[config.mk]
export PLATFORM = sky130hd
export DESIGN_NAME = wbuf
export DESIGN_NICKNAME = d
export VERILOG_FILES = /design/src/rtl/wbuf_pkg.sv /design/src/rtl/wbuf_match.sv /design/src/rtl/wbuf.sv
export SDC_FILE = /design/constraint.sdc
export NUM_CORES = 1
export LEC_CHECK = 0
export CORE_MARGIN = 1
export CORE_UTILIZATION = 50
export DETAILED_ROUTE_END_ITERATION = 12
export MAX_ROUTING_LAYER = met4
export PLACE_DENSITY_LB_ADDON = 0.15
export SLEW_MARGIN = 10
export SYNTH_ARGS = -nofsm -noshare
export SYNTH_HDL_FRONTEND = slang
export SYNTH_SLANG_ARGS = --single-unit
[constraint.sdc]
create_clock -name clk -period 8.6 [get_ports clk]
set_input_delay 2.58 -clock clk [delete_from_list [all_inputs] [get_ports clk]]
set_output_delay 2.58 -clock clk [all_outputs]
set_load 0.01 [all_outputs]
[src/rtl/wbuf_pkg.sv]
// wbuf shared types and widths.
// Entry layout for the write-back buffer storage.
package wbuf_pkg;

    localparam int ADR_W  = 16;
    localparam int DATA_W = 16;

    typedef struct packed {
        logic              valid;
        logic [ADR_W-1:0]  adr;
        logic [DATA_W-1:0] data;
    } entry_t;

endpackage

[src/rtl/wbuf_match.sv]
// DEPTH-way address comparator.
// Returns a one-hot vector of valid entries matching adr.
module wbuf_match
    import wbuf_pkg::*;
#(
    parameter int DEPTH = 4
) (
    input  entry_t [DEPTH-1:0] ents,
    input  logic [ADR_W-1:0]   adr,
    output logic [DEPTH-1:0]   hit
);

    always_comb begin
        hit = '0;
        for (int i = 0; i < DEPTH; i++) begin
            hit[i] = ents[i].valid
                  && (ents[i].adr == adr);
        end
    end

endmodule

[src/rtl/wbuf.sv]
// Coalescing write-back buffer between the
// cache eviction port and the memory write port.
module wbuf
    import wbuf_pkg::*;
#(
    parameter int DEPTH = 4
) (
    input  logic                   clk,
    input  logic                   reset,
    input  logic                   in_valid,
    input  logic [ADR_W-1:0]       in_adr,
    input  logic [DATA_W-1:0]      in_data,
    input  logic                   lookup_en,
    input  logic [ADR_W-1:0]       lookup_adr,
    output logic                   hit_valid,
    output logic [DATA_W-1:0]      hit_data,
    output logic                   mem_wen,
    output logic [ADR_W-1:0]       mem_adr,
    output logic [DATA_W-1:0]      mem_data,
    input  logic                   mem_ready,
    output logic [$clog2(DEPTH):0] count,
    output logic                   full,
    output logic                   overflow
);

    localparam int PW = $clog2(DEPTH);
    localparam int CW = PW + 1;

    entry_t [DEPTH-1:0] ents;
    logic [PW-1:0]      head;
    logic [PW-1:0]      tail;
    logic [CW-1:0]      cnt;

    logic               pop;
    logic [DEPTH-1:0]   head_oh;
    logic [DEPTH-1:0]   ins_hit;
    logic [DEPTH-1:0]   co_vec;
    logic [DEPTH-1:0]   lk_hit;
    logic [DATA_W-1:0]  lk_data;
    logic               coal;
    logic               app;
    logic               drop;

    assign count    = cnt;
    assign full     = (cnt == CW'(DEPTH));
    assign mem_wen  = (cnt != '0);
    assign mem_adr  = ents[head].adr;
    assign mem_data = ents[head].data;

    assign pop     = mem_wen && mem_ready;
    assign head_oh = DEPTH'(1) << head;

    wbuf_match #(
        .DEPTH (DEPTH)
    ) u_ins_match (
        .ents (ents),
        .adr  (in_adr),
        .hit  (ins_hit)
    );

    wbuf_match #(
        .DEPTH (DEPTH)
    ) u_lk_match (
        .ents (ents),
        .adr  (lookup_adr),
        .hit  (lk_hit)
    );

    // Head leaving this cycle cannot absorb data.
    assign co_vec = ins_hit
                  & ~(pop ? head_oh : '0);

    assign coal = in_valid && (co_vec != '0);
    assign app  = in_valid && !coal
               && (!full || pop);
    assign drop = in_valid && !coal && !app;

    always_comb begin
        lk_data = '0;
        for (int i = 0; i < DEPTH; i++) begin
            if (lk_hit[i]) begin
                lk_data = lk_data | ents[i].data;
            end
        end
    end

    always_ff @(posedge clk) begin
        if (reset) begin
            ents      <= '0;
            head      <= '0;
            tail      <= '0;
            cnt       <= '0;
            overflow  <= 1'b0;
            hit_valid <= 1'b0;
            hit_data  <= '0;
        end else begin
            if (pop) begin
                ents[head].valid <= 1'b0;
                head <= head + 1'b1;
            end
            if (coal) begin
                for (int i = 0; i < DEPTH; i++) begin
                    if (co_vec[i]) begin
                        ents[i].data <= in_data;
                    end
                end
            end
            // Placed after pop: full+pop reuses the head slot.
            if (app) begin
                ents[tail] <= '{
                    valid: 1'b1,
                    adr:   in_adr,
                    data:  in_data
                };
                tail <= tail + 1'b1;
            end
            unique case ({app, pop})
                2'b10:   cnt <= cnt + 1'b1;
                2'b01:   cnt <= cnt - 1'b1;
                default: cnt <= cnt;
            endcase
            if (drop) begin
                overflow <= 1'b1;
            end
            hit_valid <= lookup_en && (lk_hit != '0);
            hit_data  <= lookup_en ? lk_data : '0;
        end
    end

endmodule

Yosys cells after proc, flatten, opt, wreduce, memory -nomap -nowiden
Index checks and enable logic that the tools add are counted.
Word-level totals
  flip-flop bits (word level): 157
  input bits: 53
  output and inout port bits: 55
Operators by class
  add/sub/neg operators: 4
  $lt $le $gt $ge: 4
  eq/ne operators: 11
  shift-type cells: 1
  multiplexer cells: 29
  bitwise operators: 6
  reductions and logical operators: 25
Operator list (number)
  $mux W132: 3
  $bwmux W132: 2
  $mux W16: 16
  $demux W33 S2: 2
  $eq A16 B16 Y1: 8
  $bmux W33 S2: 1
  $mux W33: 2
  $or A16 B16 Y16: 3
  $mux W32: 1
  $logic_and A1 B1 Y1: 16
  $reduce_bool A4 Y1: 2
  $lt A2 B3 Y1 const B: 2
  $pmux W3 S2: 1
  $add A2 B1 Y2 const B: 2
  $and A4 B4 Y4: 1
  $ge A2 B1 Y1 const B: 2
  $mux W4: 1
  $not A4 Y4: 1
  $shl A1 B2 Y4 const A: 1
  $add A3 B1 Y3 const B: 1
  $eq A3 B3 Y1 const B: 1
  $logic_not A1 Y1: 3
  $reduce_bool A3 Y1: 1
  $sub A3 B1 Y3 const B: 1
  other kinds (6): 6

Logic depth before layout (Yosys ltp)
Gate-level depths: netlist (run 1).
  depth in word-level cells: 12
  mapped depth: 13

Cells and area by module
A second synthesis (run 1) with hierarchy kept.
Unflattened totals
  cell total of the unflattened synthesis: 840
  area total of the unflattened synthesis: 8419.3 um^2
Modules (own cells, without submodules)
  wbuf: times used 1, cells an instance 652, area an instance 6922.9 um^2
  wbuf_match: times used 2, cells an instance 94, area an instance 748.2 um^2

Worst setup path before layout (run 1)
No wires, ideal clock.
  kind: input-to-reg
  start point: input port in_adr[6]
  end point: register cnt[2] (netlist: count[2])
  library setup time: 121 ps
  data arrival time: 4895 ps
  required time: 8479 ps
  slack: 3585 ps
  stages on the path: 11
  cell sequence: buf_4 -> xor2_1 -> nor4_1 -> nand4_1 -> o22ai_4 -> o21a_1 -> inv_1 -> fa_1 -> nor3_1 -> a22oi_1 -> mux2_2
Between the ends
  longest elaborated chain between the ends: 10
  elaborated cells on any way between the ends: 18
RTL lines
  start, declared: RTL line wbuf.sv:11  | input logic [ADR_W-1:0] in_adr,
  $eq A16 B16 Y1: RTL line wbuf_match.sv:17  | && (ents[i].adr == adr);
  $logic_and A1 B1 Y1: RTL line wbuf_match.sv:17
  $and A4 B4 Y4 (*): RTL line wbuf.sv:71  | & ~(pop ? head_oh : '0);
  $reduce_bool A4 Y1 (*): RTL line wbuf.sv:73  | assign coal = in_valid && (co_vec != '0);
  $logic_and A1 B1 Y1 (*): RTL line wbuf.sv:73
  $logic_not A1 Y1 (*): RTL line wbuf.sv:74  | assign app = in_valid && !coal
  $logic_and A1 B1 Y1 (*): RTL line wbuf.sv:74
  $logic_and A1 B1 Y1 (*): RTL line wbuf.sv:75  | && (!full || pop);
  $eq A2 B1 Y1 or $eq A2 B2 Y1 (tied branches): RTL line wbuf.sv:117  | unique case ({app, pop})
  $pmux W3 S2 or $reduce_bool A2 Y1 (tied branches)
  end signal, assigned: RTL line wbuf.sv:118  | 2'b10: cnt <= cnt + 1'b1;
  end signal, assigned: RTL line wbuf.sv:119  | 2'b01: cnt <= cnt - 1'b1;
  end signal, assigned: RTL line wbuf.sv:120  | default: cnt <= cnt;
  end, declared: RTL line wbuf.sv:32  | logic [CW-1:0] cnt;
Every way passes the cells marked *; elsewhere a longest branch is shown, timed or not.
A chain may end at the register's enable or synchronous reset.

Worst setup path in the final report (run 1)
  start point: input port in_adr[12]
  end point: register cnt[2] (netlist: count[2])
Same word-level chain as after synthesis.

==> summary.txt, run 1 <==
Run status
  – Status: finished, final reports clean

Drt
  – Routed vias: about 6400
  – Routed length per instance: a little over 20 um
  – 1st-iter DRT viols: approximately 470
  – First-pass detailed-route iteration total: 5
  – Antenna Nets Post-Route: 0
  – Via density: around 5.8
  – Drt total wl: approximately 23 mm
  – Post-route DRC: 0

Setup path
  – Slowest-stage cell, CP: clkdlybuf4s50_1
  – Crit Reg-Reg Startpoint: head[0]$_SDFFE_PP0P_
  – Setup crit start kind: input pin
  – Req. time, crit path: between 8000 and 9000 ps
  – Worst Path Arrival: around 6100 ps
  – Max incr delay on CP: 610 ps
  – WS Path Type: in2reg
  – Crit. Startpoint: in_adr[12]
  – Critical path endpoint category: flip-flop
  – Critical-path cell list: clkdlybuf4s50_1, xnor2_1, nand4_1, nor4_1, a221o_2, o21a_1, inv_1, fa_1, a22oi_1, mux2_2
  – Critical path peak fanout: 12

Hold path
  – Hold_sp: overflow$_SDFFE_PP0P_
  – HP Class: reg2reg

Layout
  – Non-filler instance count after layout: approximately 1100
  – Layout area overhead: 19.7%
  – Most common cell after layout, fill and taps aside: dfxtp_1
  – Nets: between 900 and 1000
  – Layout cells sized above 1: a little over a tenth
  – Commonest cells after routing, fill and taps aside: dfxtp_1, nor2_1, mux2i_1
  – Final core utilization: roughly 62%
  – ANT cells: 0

STA
  – Worst setup margin: about 2800 ps
  – Setup total negative slack: 0 ps
  – Slew Limit Headroom: between 20% and 30%
  – Maximum clock frequency: 0.172 GHz
  – Final hold vios: 0
  – RSZ-0062 raised after global routing: no
  – Final setup fails: 0
  – Final period utilization: between 60% and 70%
  – Final min period: about 5800 ps
  – Worst Tran Pin Value: roughly 1100 ps
  – Clk_skew: 11.7 ps
  – Slew Viols, Final: 0

Global route
  – Total GRT Usage: between 20 and 30%
  – Pin count of the biggest net entering global routing: 101
  – Grt met2 use: ~44%
  – Grt ovf: 0
  – Initial antenna violation count: 0
  – Vias in the first global route: roughly 6500
  – Gr busiest metal: met2
  – Global-route wire length before repair: approximately 37 mm
  – Met3 Track Usage GR: 5.79%
  – Met1 Use GR: between 30 and 40%

Clocking
  – Post-CTS Resized: 0
  – Root buffer cell: clkbuf_16
  – Worst skew pair latency: between 400 and 500 ps
  – CTS clk-pin slew, worst paths: ~60 ps
  – CTS H-Tree Depth: 4
  – Setup Fix Bufs, Post-CTS: 0
  – Clock sinks: approximately 160
  – Inserted Clock Buffers: 17
  – Maximum clock insertion buffer count: 2
  – CTS Hold Buffers Added: 0
  – CTS tree: done

Placed design
  – Final HPWL DP: 16.2 mm
  – Routability Congestion: just under 1
  – Placed Instances: about 1100
  – Port Buffer Count: about 110
  – Placement Setup Slack: ~2400 ps

Pwr
  – VDD IR max: between 0.1 and 0.15 mV
  – Leak pwr: ~3.5 nW
  – Pwr/cell area: about 200 nW/um^2

Logic synthesis
  – #FFs+latches synth: 157
  – YS warnings: 0
  – Syn Inst Count: 820
  – Synth Net Count: between 800 and 900
  – Seq/Total Area, Yosys: a little under two fifths
  – Mapped cell area: roughly 8400 um^2
  – Cell variety after synth: 43
  – Avg Cell Area, Syn: 10.2 um^2

Job
  – Max-cap viol count: 0

Die
  – Core Area: roughly 16000 um^2
  – Die footprint: ~17000 um^2
  – Die X: 131 um
  – Die Height: roughly 130 um
  – IO Pins: between 100 and 150
  – Initial Utilization: about half
  – Row Count: 46
-- layout make-up --
| class | instances | area, um^2 |
|---|---|---|
| well taps | 216 | 270 |
| clock inverters | 14 | 158 |
| fillers | 1326 | 6100 |
| flip-flops and latches | 157 | 3140 |
| repair buffers | 121 | 1170 |
| multi-input cells | 582 | 4800 |
| inverters | 11 | 41.3 |
| clock buffers | 18 | 429 |
-- worst max-delay path, delay by kind of cell --
| family | cells | cell delay (ps) |
|---|---|---|
| adders and majority gates | 1 | 380 |
| buffers and inverters | 2 | 690 |
| AOI/OAI and AO/OA | 3 | 1020 |
| xor gates and xnor gates | 1 | 330 |
| and+or+nand+nor | 2 | 750 |
| muxes | 1 | 360 |
-- registers in the layout, indices dropped and copies added (netlist names) --
| signal | cells |
|---|---|
| overflow | 1 |
| ents | 132 |
| hit_valid | 1 |
| tail | 2 |
| head | 2 |
| hit_data | 16 |
| count | 3 |
-- routing by layer --
metal  vias up  wire (um)
met5         -          0
met4         0        215
met3        19       1320
met2       208      10900
met1      3212      10700
li1       3001          -
-- where the power goes --
part / total (mW) / internal, mW / switching, mW
Clock: 0.759 / 0.434 / 0.326
Sequential: 0.814 / 0.766 / 0.0473
Combinational: 0.436 / 0.219 / 0.218
-- cells in the mapped netlist, drive strengths merged --
cell type | count | share of area (%)
nand2b | 2 | 0.15
a21boi | 2 | 0.22
or3 | 2 | 0.16
o311a | 1 | 0.12
o21ai | 2 | 0.12
inv | 11 | 0.49
o22ai | 1 | 0.24
xor2 | 56 | 5.9
a221o | 1 | 0.13
a21oi | 20 | 1.2
nand2 | 7 | 0.31
ha | 8 | 1.2
o221ai | 1 | 0.10
buf | 34 | 3.3
clkbuf | 36 | 1.6
o41ai | 1 | 0.33
dfxtp | 157 | 38
nand3 | 3 | 0.18
o21bai | 1 | 0.090
nand4 | 20 | 1.5
o21a | 1 | 0.090
nor4 | 21 | 1.8
nor3b | 2 | 0.18
o31a | 1 | 0.10
nor2b | 3 | 0.22
mux2 | 1 | 0.13
a22oi | 33 | 3.0
fa | 1 | 0.24
nor3 | 8 | 0.48
and3 | 1 | 0.075
mux4 | 32 | 8.6
mux2i | 129 | 15
nor2 | 145 | 6.6
o31ai | 2 | 0.51
xnor2 | 74 | 7.7
-- final timing paths --
check / end / slack (ps) / depth (start not counted)
max reg2reg: ents[120]$_SDFFE_PP0P_ / 4910 / 8
min: overflow$_SDFFE_PP0P_ / 470 / 2
min reg2reg: overflow$_SDFFE_PP0P_ / 470 / 2
max: count[2]$_SDFFE_PP0P_ / 2790 / 10
-- cells by family (layout without fill, tap and decap cells) --
group / count (synthesis) / in the layout / share of synthesized area [%]
and+or+nand+nor: 214 / 214 / 11.6
muxes: 162 / 162 / 24.2
DFF: 157 / 157 / 37.6
xor gates and xnor gates: 130 / 130 / 13.6
buffers and inverters: 81 / 164 / 5.37
AOI/OAI and AO/OA: 67 / 67 / 6.22
adders and majority gates: 9 / 9 / 1.44
-- metrics by stage --
stage                     cell area, um^2  power, mW  hold WS [ps]
final                               10000       2.01           470
after global routing                10000       2.09           526
after CTS                           10000       2.02           475
after detailed placement             9430       1.26           458
after global placement               9430       1.26           457
after floorplan                      8370       1.11           470
No activity file was read; power rests on OpenSTA's default activity.
==> run 2, diff against run 1 <==
- clock period: 8.6 -> 5 ns (I/O delays scaled with it)
==> run 2 against run 1 <==
Non-clock buffer count up 5. Largest power group unchanged. Power rose by 73%. Largest cell class unchanged. Flip-flop and latch count is the same.
==> summary.txt, run 2 (synthesized netlist as in run 1, its figures left out) <==
Placed design
  – Port Buffer Count: 107 (unchanged)
  – Final HPWL DP: 16.2 mm (about the same)
  – Routability Congestion: 0.976 (+1.1%)
  – Placement Setup Slack: 219 ps (-2210 ps)

Global route
  – Global-route wire length before repair: 36.8 mm (+0.23%)
  – Vias in the first global route: 6570 (+1.5%)
  – Initial antenna violation count: 0 (unchanged)
  – Pin count of the biggest net entering global routing: 101 (unchanged)
  – Grt ovf: 0 (unchanged)
  – Total GRT Usage: 28.4% (+0.25 points)

Drt
  – Drt total wl: 23.1 mm (-0.50%)
  – Routed length per instance: 20.5 um (-0.94%)
  – Via density: 5.70 (-0.89%)
  – First-pass detailed-route iteration total: 5 (unchanged)
  – Met1 wire length: 10.6 mm (-1.5%)
  – WL met3: 1.12 mm (-15%)
  – 1st-iter DRT viols: 519 (+12%)
  – Met2 Routed Length: 11.1 mm (+1.5%)
  – Antenna Nets Post-Route: 0 (unchanged)
  – Post-route DRC: 0 (unchanged)
  – Routed vias: 6411 (-0.45%)
  – Top Layer Used: met4

Die
  – Die Height: 131 um (unchanged)
  – Die footprint: 17300 um^2 (unchanged)
  – IO Pins: 108 (unchanged)
  – Core Area: 16100 um^2 (unchanged)
  – Die X: 131 um (unchanged)
  – Row Count: 46 (unchanged)
  – Initial Utilization: 51.9% (unchanged)

STA
  – Worst setup margin: 571 ps (-2220 ps)
  – Setup total negative slack: 0 ps (unchanged)
  – Worst Tran Pin Value: 1050 ps (-15.6 ps)
  – Slew Limit Headroom: 30.3% (+1.0 points)
  – Clk_skew: 8.80 ps (-2.93 ps)
  – Maximum clock frequency: roughly 0.23 GHz
  – Slew Viols, Final: 0 (unchanged)
  – Final min period: approximately 4400 ps
  – RSZ-0062 raised after global routing: no
  – Final period utilization: roughly nine tenths
  – Final hold vios: 0 (unchanged)
  – Final setup fails: 0 (unchanged)

Pwr
  – Leak pwr: 3.51 nW (+1.4%)
  – Pwr/cell area: 344 nW/um^2 (+72%)
  – VDD IR max: 0.267 mV (+110%)

Layout
  – Fillcell total: 1356 (+2.3%)
  – Layout cells sized above 1: 11.2% (+0.60 points)
  – Layout area overhead: 20.6%
  – Commonest cells after routing, fill and taps aside: dfxtp_1, nor2_1, mux2i_1
  – Max reg flops: 132 (unchanged)
  – Top reg by flops: ents
  – Most common cell after layout, fill and taps aside: dfxtp_1
  – ANT cells: 0 (unchanged)
  – Nets: 957 (+0.53%)
  – Final core utilization: 62.6% (+0.47 points)

Clocking
  – Clock sinks: 157 (unchanged)
  – Worst skew pair latency: 430 ps (about the same)
  – CTS H-Tree Depth: 4 (unchanged)
  – CTS clk-pin slew, worst paths: 60 ps (about the same)
  – Root buffer cell: clkbuf_16
  – Maximum clock insertion buffer count: 2 (unchanged)
  – Post-CTS Resized: 0 (unchanged)
  – CTS Hold Buffers Added: 0 (unchanged)
  – Inserted Clock Buffers: 17 (unchanged)
  – Setup Fix Bufs, Post-CTS: 0 (unchanged)
  – CTS tree: done

Setup path
  – Critical path peak fanout: 8 (-4)
  – Max incr delay on CP: 590 ps (-20 ps)
  – Req. time, crit path: 5320 ps (-3590 ps)
  – Worst path bufs/invs: 2 (unchanged)
  – Crit. Startpoint: in_adr[4]
  – R2R setup slack: 1570 ps (-3340 ps)
  – Crit-path leading delay family: simple AND/OR/NAND/NOR gates
  – Setup crit start kind: input pin
  – Crit Reg-Reg Startpoint: head[1]$_SDFFE_PP0P_
  – Worst Path Arrival: 4750 ps (-1370 ps)
  – Critical-path cell list: clkdlybuf4s50_1, xnor2_1, nand4_1, nor4_1, a221o_2, o21a_1, inv_1, fa_1, nor3_1, a22oi_1, mux2_2
  – Critical path endpoint category: flip-flop
  – Reg2reg path depth: 11 (+3)
  – WS Path Type: in2reg
  – R2r endpoint: count[2]$_SDFFE_PP0P_
  – Slowest-stage cell, CP: clkdlybuf4s50_1

Hold path
  – HP Class: reg2reg
  – Hold_sp: overflow$_SDFFE_PP0P_
  – Worst Hold End: overflow$_SDFFE_PP0P_
  – Hold path depth: 2 (unchanged)

Run status
  – Status: finished, final reports clean

Job
  – Max-cap viol count: 0 (unchanged)
run 2: how the worst max path moves through the flow:
stage                                 end  cells after the start  slack (ps)
floorplan           count[2]$_SDFFE_PP0P_                     11        1060
global placement    count[2]$_SDFFE_PP0P_                     11         320
detailed placement  count[2]$_SDFFE_PP0P_                     11         220
CTS                 count[2]$_SDFFE_PP0P_                     11         630
global route        count[2]$_SDFFE_PP0P_                     11         360
finish              count[2]$_SDFFE_PP0P_                     11         570
run 2: metrics by stage:
stage          hold slack, ps  instances  power, mW  area (um^2)
2_1_floorplan             470        820       1.91         8370
3_3_place_gp              454       1092       2.17         9490
3_5_place_dp              492       1092       2.18         9490
4_1_cts                   510       1124       3.49        10100
5_1_grt                   546       1124       3.62        10100
6_report                  508       1124       3.47        10100
run 2: layout make-up:
class	count	area, um^2	share of cell area, %
Multi-Input combinational cell	582	4800	47.6
Sequential cell	157	3140	31.1
Timing Repair Buffer	126	1240	12.2
Clock buffer	17	425	4.21
Tap cell	216	270	2.68
Clock inverter	15	175	1.74
Inverter	11	41.3	0.409
run 2: metal layers:
| layer | track usage [%] | up-vias |
|---|---|---|
| met5 | - | - |
| met4 | 8.33 | 0 |
| met3 | 4.13 | 30 |
| met2 | 45.7 | 209 |
| met1 | 37.1 | 3163 |
| li1 | - | 3009 |
run 2: report_power, final:
group | switching (mW) | total (mW) | internal [mW]
Sequential | 0.103 | 1.42 | 1.32
Clock | 0.601 | 1.32 | 0.715
Combinational | 0.353 | 0.738 | 0.385
Total | 1.06 | 3.47 | 2.42
run 2: worst reg2reg max path, cell delays in order, from the launching register on:
cell	delay, ps
dfxtp_1	860
buf_12	290
inv_1	110
ha_1	190
a21boi_0	340
a221o_2	250
o21a_1	230
inv_1	80
fa_1	390
nor3_1	220
a22oi_1	90
mux2_2	270
==> run 3, diff against run 2 <==
- ABC_AREA: default -> 1
- CORE_UTILIZATION: 50 -> 45
- SKIP_LAST_GASP: default -> 1
==> run 3 against run 2 <==
Clock power about the same. First-iteration DRC count rose by 94%. Clock skew grew 2.2 ps. Synthesized cell count rose by 66%. Global-route usage is 3.2 points higher. Sequential power grew 3%. Cell area is 6.2% higher. Combinational power increased by 61%. Synthesized area grew 7.4%. Critical path depth is 6 lower. Critical path type is now reg2out. Largest power group unchanged.
==> summary.txt, run 3 <==
STA
  – Slew Limit Headroom: 50.8% (+21 points)
  – Setup total negative slack: 0 ps (unchanged)
  – Worst Tran Pin Value: 738 ps (-308 ps)
  – Slew Viols, Final: 0 (unchanged)
  – Clk_skew: 11.0 ps (+2.16 ps)
  – RSZ-0062 raised after global routing: no
  – Final hold vios: 0 (unchanged)
  – Min Hold Slack: 475 ps (-33.4 ps)
  – Final min period: 4070 ps (-360 ps)
  – Maximum clock frequency: 0.246 GHz (+8.9%)
  – Final period utilization: 81.4% (-7.2 points)
  – Final setup fails: 0 (unchanged)

Clocking
  – CTS clk-pin slew, worst paths: 70 ps (about the same)
  – CTS H-Tree Depth: 4 (unchanged)
  – CTS tree: done
  – Maximum clock insertion buffer count: 2 (unchanged)
  – CTS Hold Buffers Added: 0 (unchanged)
  – Setup Fix Bufs, Post-CTS: 0 (unchanged)
  – Root buffer cell: clkbuf_16
  – Worst skew pair latency: 440 ps (about the same)
  – Inserted Clock Buffers: 17 (unchanged)
  – Post-CTS Resized: 0 (unchanged)
  – Clock sinks: 157 (unchanged)

Setup path
  – Top cell by count, worst path: a21oi_1
  – Slowest-stage cell, CP: clkdlybuf4s50_1
  – Max incr delay on CP: 600 ps (about the same)
  – R2R setup slack: 1900 ps (+330 ps)
  – Critical path peak fanout: 38 (+30)
  – Critical-path cell list: inv_2, buf_4, a21oi_1, a21oi_1, clkdlybuf4s50_1
  – Setup crit start kind: flip-flop
  – Req. time, crit path: 3500 ps (-1820 ps)
  – Worst Path Arrival: 2570 ps (-2180 ps)
  – Worst path bufs/invs: 3 (+1)
  – Critical path endpoint category: primary output
  – Reg2reg path depth: 14 (+3)
  – R2r endpoint: ents[73]$_SDFF_PP0_
  – Crit-path leading delay family: buffers and inverters
  – WS Path Type: reg2out
  – Crit Reg-Reg Startpoint: head[1]$_SDFFE_PP0P_

Die
  – Die Height: 143 um (+9.1%)
  – IO Pins: 108 (unchanged)
  – Die footprint: 20600 um^2 (+19%)
  – Row Count: 51 (+11%)
  – Initial Utilization: 46.1% (-5.9 points)
  – Core Area: 19500 um^2 (+21%)
  – Die X: 143 um (+9.1%)

Pwr
  – Pwr Total: 4.00 mW (+15%)
  – Leak pwr: 4.28 nW (+22%)
  – Pwr/cell area: 373 nW/um^2 (+8.5%)
  – VDD IR max: 0.229 mV (-14%)

Placed design
  – Placed cell areas: 10100 um^2 (+6.5%)
  – Final HPWL DP: 21.0 mm (+30%)
  – Port Buffer Count: 107 (unchanged)
  – Routability Congestion: 0.993 (+1.8%)

Logic synthesis
  – Avg Cell Area, Syn: 6.61 um^2 (-35%)
  – Mapped cell area: 8990 um^2 (+7.4%)
  – Synth Net Count: 1423 (+61%)
  – Main synth FF type: dfxtp_1
  – YS warnings: 0 (unchanged)
  – Synth top cells by count: nor2_1, nand2_1, dfxtp_1, o21ai_0, a21oi_1
  – Top cells by area, synth: dfxtp_1, nor2_1, nand2_1
  – Syn Inst Count: 1361 (+66%)
  – Seq/Total Area, Yosys: 35.0% (-2.6 points)
  – Yosys top cell by area: dfxtp_1
  – Count leader, synth: nor2_1
  – #FFs+latches synth: 157 (unchanged)
  – Post-synth EDFFs: 0 (unchanged)
  – Ys async rst share: 0% (unchanged)
  – Top cell type's share of synthesized area: 35.0% (-2.6 points)
  – Cell variety after synth: 40 (-7.0%)

Global route
  – Total GRT Usage: 31.6% (+3.2 points)
  – Grt ovf: 0 (unchanged)
  – Pin count of the biggest net entering global routing: 77 (-24%)
  – Initial antenna violation count: 1 (+1)
  – Vias in the first global route: 8376 (+27%)
  – Global-route wire length before repair: 47.5 mm (+29%)

Layout
  – Final core utilization: 54.9% (-7.8 points)
  – Commonest cells after routing, fill and taps aside: nor2_1, nand2_1, dfxtp_1
  – Fin area: 10700 um^2 (+6.2%)
  – Layout area overhead: 19.2%
  – Max reg flops: 132 (unchanged)
  – Top reg by flops: ents
  – Most common cell after layout, fill and taps aside: nor2_1
  – Layout cells sized above 1: 7.08% (-4.2 points)
  – Fillcell total: 1985 (+46%)
  – Nets: 1490 (+56%)

Drt
  – Drt total wl: 30.7 mm (+33%)
  – First-pass detailed-route iteration total: 5 (unchanged)
  – Routed vias: 9471 (+48%)
  – Antenna Nets Post-Route: 0 (unchanged)
  – Post-route DRC: 0 (unchanged)
  – Routed length per instance: 18.0 um (-12%)
  – 1st-iter DRT viols: 1005 (+94%)
  – Via density: 5.55 (-2.7%)

Job
  – Max-cap viol count: 0 (unchanged)

Hold path
  – Worst Hold End: overflow$_SDFFE_PP0P_
  – Hold_sp: overflow$_SDFFE_PP0P_
  – HP Class: reg2reg
  – Hold path depth: 1 (-1)

Run status
  – Status: finished, final reports clean
run 3: cell count changes after synthesis, sizes merged, moves of 32 or more:
cell | previous run | this run
o21ai | 2 | 229
nand2 | 7 | 217
inv | 11 | 149
mux2i | 129 | 0
a21oi | 20 | 147
nor2 | 145 | 230
xnor2 | 74 | 13
xor2 | 56 | 21
a22oi | 33 | 0
mux4 | 32 | 0
run 3: area by class of cell:
class | instances | area, um^2 | area share (%)
clock buffer | 18 | 439 | 4.10
clock inverter | 14 | 163 | 1.52
multi-input combinational | 972 | 4830 | 45.0
sequential | 157 | 3140 | 29.3
tap | 265 | 332 | 3.09
inverter | 152 | 583 | 5.44
antenna | 1 | 2.50 | 0.0233
timing repair buffer | 128 | 1230 | 11.5
run 3: routing by layer:
layer,vias up,global-route usage (%),share of wire (%)
met2,466,46.8,44
met3,41,6.83,10
met4,0,7.05,1.5
li1,4626,-,-
met1,4338,43.7,44
met5,-,-,0
run 3: power by group:
part / internal, mW / total (mW) / switching, mW
Combinational: 0.471 / 1.19 / 0.719
Clock: 0.730 / 1.35 / 0.620
Sequential: 1.36 / 1.46 / 0.102
Total: 2.56 / 4.00 / 1.44
run 3: worst max-delay path by stage:
stage | startpoint | to | slack [ps] | cells past startpoint
after global placement | in_adr[10] | count[2]$_SDFFE_PP0P_ | 720 | 17
after CTS | head[1]$_SDFFE_PP0P_ | mem_adr[13] | 960 | 5
after detailed placement | in_adr[10] | count[2]$_SDFFE_PP0P_ | 690 | 17
final | head[1]$_SDFFE_PP0P_ | mem_adr[13] | 930 | 5
after global routing | head[1]$_SDFFE_PP0P_ | mem_adr[13] | 730 | 5
after floorplan | in_adr[13] | count[2]$_SDFFE_PP0P_ | 1670 | 16
run 3: stage by stage:
stage          std cells  setup WS, ps
2_1_floorplan       1361          1670
3_3_place_gp        1674           717
3_5_place_dp        1674           692
4_1_cts             1706           962
5_1_grt             1707           730
6_report            1707           932
run 3: cell families (layout without fill, tap and decap cells):
group | after synthesis | count (layout) | synth area share [%]
AOI/OAI and AO/OA | 420 | 420 | 24.7
other | 0 | 1 | 0
adders and majority gates | 9 | 9 | 1.34
DFF | 157 | 157 | 35.0
xor gates and xnor gates | 34 | 34 | 3.31
buffers and inverters | 232 | 312 | 11.4
and+or+nand+nor | 509 | 509 | 24.4
run 3: worst reg2reg max path, cell delays in order, from the launching register on:
cell,delay [ps]
dfxtp_1,330
inv_2,500
buf_4,370
ha_1,190
nand2_1,80
nand2_2,90
inv_2,40
nand3_2,90
nand3_4,100
nor2_8,190
nand3_4,310
nand2_4,370
inv_4,170
nor2_1,120
nor2_1,50
